[config.mk]
export PLATFORM = sky130hd
export DESIGN_NAME = apb_slave_mem
export DESIGN_NICKNAME = d
export VERILOG_FILES = /design/src/rtl/apb_slave_mem.sv
export SDC_FILE = /design/constraint.sdc
export NUM_CORES = 1
export LEC_CHECK = 0
export BUFFER_PORTS_ARGS = -buffer_cell sky130_fd_sc_hd__buf_2
export CORE_AREA = 2 2 232 234
export DETAILED_ROUTE_END_ITERATION = 7
export DIE_AREA = 0 0 234 236
export PLACE_DENSITY = 0.66
export SYNTH_ARGS = -nofsm -noshare
export SYNTH_HDL_FRONTEND = slang
export SYNTH_SLANG_ARGS = --single-unit
export TNS_END_PERCENT = 20
[constraint.sdc]
create_clock -name Pclk -period 3.7 [get_ports Pclk]
set_input_delay 1.11 -clock Pclk [delete_from_list [all_inputs] [get_ports Pclk]]
set_output_delay 1.11 -clock Pclk [all_outputs]
set_load 0.05 [all_outputs]
[src/rtl/apb_slave_mem.sv]
// rtl/apb_slave_mem.sv - APB completer memory with programmable wait states
//
// Word-addressed register file on an APB bus. Each transfer is a setup cycle
// followed by WAIT_STATES access cycles with Pready low, then one ACCESS cycle
// with Pready high. Misaligned or out-of-range addresses complete with Pslverr.
//
// Ports:
//   Pclk     APB clock, rising edge
//   Preset   synchronous active-high reset, clears state, outputs and memory
//   Psel     slave select
//   Penable  access-phase strobe
//   Pwrite   1 = write, 0 = read
//   Paddr    byte address (32 bits)
//   Pdata    write data
//   Prdata   read data, nonzero only in the ACCESS cycle of a good read
//   Pready   high for the single cycle in which a transfer completes
//   Pslverr  error response, high only with Pready on an error address
module apb_slave_mem #(
  parameter int DATA_WIDTH  = 32,
  parameter int DEPTH       = 16,
  parameter int WAIT_STATES = 1
) (
  input  logic                  Pclk,
  input  logic                  Preset,
  input  logic                  Psel,
  input  logic                  Penable,
  input  logic                  Pwrite,
  input  logic [31:0]           Paddr,
  input  logic [DATA_WIDTH-1:0] Pdata,
  output logic [DATA_WIDTH-1:0] Prdata,
  output logic                  Pready,
  output logic                  Pslverr
);

  localparam int AW = $clog2(DEPTH);
  localparam bit ZERO_WAIT = (WAIT_STATES == 0);
  // The counter holds the number of non-ready cycles still to run after the
  // current one, so the first access cycle (SETUP state) already counts as one.
  localparam logic [3:0] CNT_INIT = ZERO_WAIT ? 4'd0 : 4'(WAIT_STATES - 1);

  typedef enum logic [1:0] {IDLE, SETUP, WAIT, ACCESS} state_t;

  state_t                state, state_nxt;
  logic [3:0]            cnt, cnt_nxt;
  logic                  latch, enter_access;

  logic [AW-1:0]         idx_q;
  logic                  wr_q, err_q;
  logic [DATA_WIDTH-1:0] wdata_q;
  logic [DATA_WIDTH-1:0] mem [DEPTH];

  logic                  addr_err;
  logic [AW-1:0]         idx_acc;
  logic                  wr_acc, err_acc;

  assign addr_err = (|Paddr[1:0]) | (|Paddr[31:AW+2]);

  // With zero wait states ACCESS is entered straight from the setup edge, so
  // the response must come from the live bus rather than the latched copy.
  assign idx_acc = latch ? Paddr[AW+1:2] : idx_q;
  assign wr_acc  = latch ? Pwrite        : wr_q;
  assign err_acc = latch ? addr_err      : err_q;

  always_comb begin
    state_nxt    = state;
    cnt_nxt      = cnt;
    latch        = 1'b0;
    enter_access = 1'b0;
    case (state)
      IDLE: begin
        if (Psel && !Penable) begin
          latch   = 1'b1;
          cnt_nxt = CNT_INIT;
          if (ZERO_WAIT) begin
            state_nxt    = ACCESS;
            enter_access = 1'b1;
          end else begin
            state_nxt = SETUP;
          end
        end
      end
      SETUP: begin
        if (!Psel) begin
          state_nxt = IDLE;
        end else if (Penable) begin
          if (cnt == 4'd0) begin
            state_nxt    = ACCESS;
            enter_access = 1'b1;
          end else begin
            state_nxt = WAIT;
            cnt_nxt   = cnt - 4'd1;
          end
        end
      end
      WAIT: begin
        if (!Psel) begin
          state_nxt = IDLE;
        end else if (cnt == 4'd0) begin
          state_nxt    = ACCESS;
          enter_access = 1'b1;
        end else begin
          cnt_nxt = cnt - 4'd1;
        end
      end
      ACCESS: state_nxt = IDLE;
      default: state_nxt = IDLE;
    endcase
  end

  always_ff @(posedge Pclk) begin
    if (Preset) begin
      state   <= IDLE;
      cnt     <= 4'd0;
      idx_q   <= '0;
      wr_q    <= 1'b0;
      err_q   <= 1'b0;
      wdata_q <= '0;
      Pready  <= 1'b0;
      Pslverr <= 1'b0;
      Prdata  <= '0;
    end else begin
      state   <= state_nxt;
      cnt     <= cnt_nxt;
      if (latch) begin
        idx_q   <= Paddr[AW+1:2];
        wr_q    <= Pwrite;
        err_q   <= addr_err;
        wdata_q <= Pdata;
      end
      Pready  <= enter_access;
      Pslverr <= enter_access & err_acc;
      Prdata  <= (enter_access && !wr_acc && !err_acc) ? mem[idx_acc] : '0;
    end
  end

  // Writes commit at the edge that ends ACCESS, before any following setup.
  always_ff @(posedge Pclk) begin
    if (Preset) begin
      for (int i = 0; i < DEPTH; i++) mem[i] <= '0;
    end else if (state == ACCESS && wr_q && !err_q) begin
      mem[idx_q] <= wdata_q;
    end
  end

endmodule

==> flow_summary.yaml <==
synth:
  netlist_area_sq_um: 26160
  syn_nets: 2083
  synth-seq-area-share: 0.6473
  yosysTopAreaCell: "edfxtp_1"
  synth-main-ff-cell: "edfxtp_1"
  synth_area_per_cell_sq_um: 13.04
  netlist.area_leader.share: 0.5877
  syn_inst: 2007
  synth_area_leaders: "edfxtp_1 (59%), and2_1 (12%), mux2i_1 (6.2%), dfxtp_1 (6.0%), nand2_1 (3.8%)"
  synth_cell_types: 41
  ys_ff_latch: 590
  async_flop_share: 0
  yosys_warnings: 0
  synth_edf_count: 512
setup_path:
  crit_top_cell: "a32o_1"
  cp_max_fo: 54
  crit_required_ns: 4.22
  start_kind: "flip-flop"
  crit_chain: "inv_1 > ha_1 > and3b_2 > mux2_8 > buf_12 > mux2i_1 > a32o_1 > a221oi_2 > a32o_1"
  critPathMaxStageDelay_ns: 0.71
  critPathKind: "reg -> reg"
  end_kind: "flip-flop"
  slowest_stage: "mux2_8"
  cp.arrival_ns: 3.39
floorplan:
  die_h_um: 236
  die_w_um: 234
  die-area_sq_um: 55220
  fp.coreArea_sq_um: 53070
  initial_core_util: 0.4930
  pin_count: 103
  rows: 85
place:
  dpl_cell_area_sq_um: 27790
  place_congestion: 0.7866
  dp.cells: 2723
  dp_hpwl_mm: 38.97
  port_buffers: 102
sta:
  hold_violations: 0
  slew-limit-headroom: 0.4997
  clock_skew_ns: 0.02037
  maxSlewViolCount: 0
  hold_slack_ns: 0.4949
  tns_ns: 0
  min_period_ns: 2.877
  fin_crit_sh: 0.7777
  worst_pin_slew_ns: 0.7504
  max_freq_ghz: 0.3475
  setup_viol: 0
  rsz0062_at_grt: "no"
route:
  drt_wl_total_mm: 71.24
  dr.pass1.iters: 5
  topRoutingLayerUsed: "met4"
  dr_wl_met2_mm: 33.58
  viasPerCell: 5.798
  first_iter_violations: 1714
  drc: 0
  dr_wl_met3_mm: 5.827
  detail-route-antenna-nets: 0
  routed-via-count: 16440
  wire_per_inst_um: 25.12
  wirelength_met1_mm: 29.07
global_route:
  gr-total-overflow: 0
  grt_pass1_vias: 16870
  antenna_found_initial: 3
  grt_max_degree: 65
  grt_usage: 0.2631
  grt_pass1_wl_mm: 106.2
clock_tree:
  root_buffer: "clkbuf_16"
  postCtsHoldBufs: 0
  clockBufferDepth: 3
  cts_buffers: 59
  clkLatencyLatePin_ns: 0.64
  htreeDepth: 2
  post_cts_buffers: 0
  postCtsResizedCells: 0
  path_clk_slew_ns: 0.06
  tritoncts: "done"
  cts_sinks: 590
run:
  maxCapViolCount: 0
power_and_ir_drop:
  vdd_drop_max_mv: 0.4262
  fin_total_pwr_mw: 15.07
  cellLeakagePower_nw: 10.88
  powerDensity_nw_per_um2: 506.6
final_layout:
  fin_cells: 2836
  finalInstanceArea_sq_um: 29740
  num-nets-final: 2164
  drive_gt1_frac: 0.1664
  area_delta_synth_final_pct: 13.69
status:
  status: "complete, no violations"
hold_path:
  hp-class: "reg -> reg"
[metal layers]
layer  global-route usage  vias to the layer above
met5                    0                        -
met4              0.09973                        0
met3              0.04969                      177
met2               0.4243                      741
met1               0.3530                     8141
li1                     -                     7385
[worst max-delay path, delay by kind of cell, from the launching register on]
family | cells | cell delay [ns]
AO/OA/AOI/OAI | 3 | 0.44
adder cells (fa/ha/maj) | 1 | 0.27
buffers and inverters | 2 | 0.35
flip-flops | 1 | 0.38
multiplexers | 2 | 0.95
AND/OR/NAND/NOR | 1 | 0.33
[cells by family (layout without fill, tap and decap cells)]
family | count (synthesis) | in the layout | synth area share
flops | 590 | 590 | 0.6473
buf+inv | 173 | 305 | 0.03008
compound gates | 206 | 206 | 0.07360
other cells | 0 | 1 | 0
simple gates | 862 | 862 | 0.1792
fa+ha+maj | 7 | 7 | 0.003348
mux | 169 | 169 | 0.06638
[report_power, final]
part | internal (mW) | switching (mW)
Clock | 3.42 | 2.62
Sequential | 7.43 | 0.157
Combinational | 0.530 | 0.906
[layout make-up]
cell class,instances,area [sq um]
Sequential cell,590,16940
Fill cell,4230,23330
Multi-Input combinational cell,1244,8519
Timing Repair Buffer,185,1434
Clock inverter,39,391.6
Tap cell,696,870.8
Antenna cell,1,2.502
Clock buffer,73,1559
Inverter,8,30.03
[layout by cell type, fill, tap and decap left out, types with 8 or more instances in the layout]
master     instances
and2_1           514
edfxtp_1         512
nand2_1          267
mux2i_1          163
buf_2            102
dfxtp_1           78
a32oi_1           64
a32o_1            64
clkbuf_16         59
buf_4             59
a21oi_1           37
a221oi_2          32
buf_12            24
or2_2             17
nor2_1            16
clkinv_2          13
nor2_2            11
clkinv_1          11
clkbuf_1          11
inv_1              8
[sequential cells by signal, indices dropped and copies added, names as in the netlist]
| register | flops |
|---|---|
| wr_q | 1 |
| Prdata | 32 |
| Pready | 1 |
| idx_q | 4 |
| state | 2 |
| Pslverr | 1 |
| wdata_q | 32 |
| cnt | 4 |
| err_q | 1 |
| mem | 512 |
[Yosys cell counts (8+ instances only)]
| cell type | n |
|---|---|
| dfxtp_1 | 78 |
| a32oi_1 | 64 |
| nand2_1 | 268 |
| a21oi_1 | 37 |
| buf_2 | 53 |
| clkbuf_1 | 100 |
| inv_1 | 8 |
| nor2_1 | 28 |
| edfxtp_1 | 512 |
| a32o_1 | 64 |
| a221oi_2 | 32 |
| mux2i_1 | 163 |
| and2_1 | 514 |
| or2_2 | 17 |
[worst paths after layout]
check | start | endpoint | slack [ns] | cells past startpoint
worst max-delay path | state[0] | Prdata[14] | 0.82 | 9
worst min-delay path | err_q | err_q | 0.49 | 2
worst max register to register | state[0] | Prdata[14] | 0.82 | 9
worst min register to register | err_q | err_q | 0.49 | 2
[metrics by stage]
stage	worst slack (ns)	util
floorplan	0.6295	-
global placement	0.3724	0.5237
detailed placement	0.3516	0.5237
CTS	0.8132	0.5604
global route	0.6462	0.5604
finish	0.8226	0.5605
(Power assumes the default switching activity.)
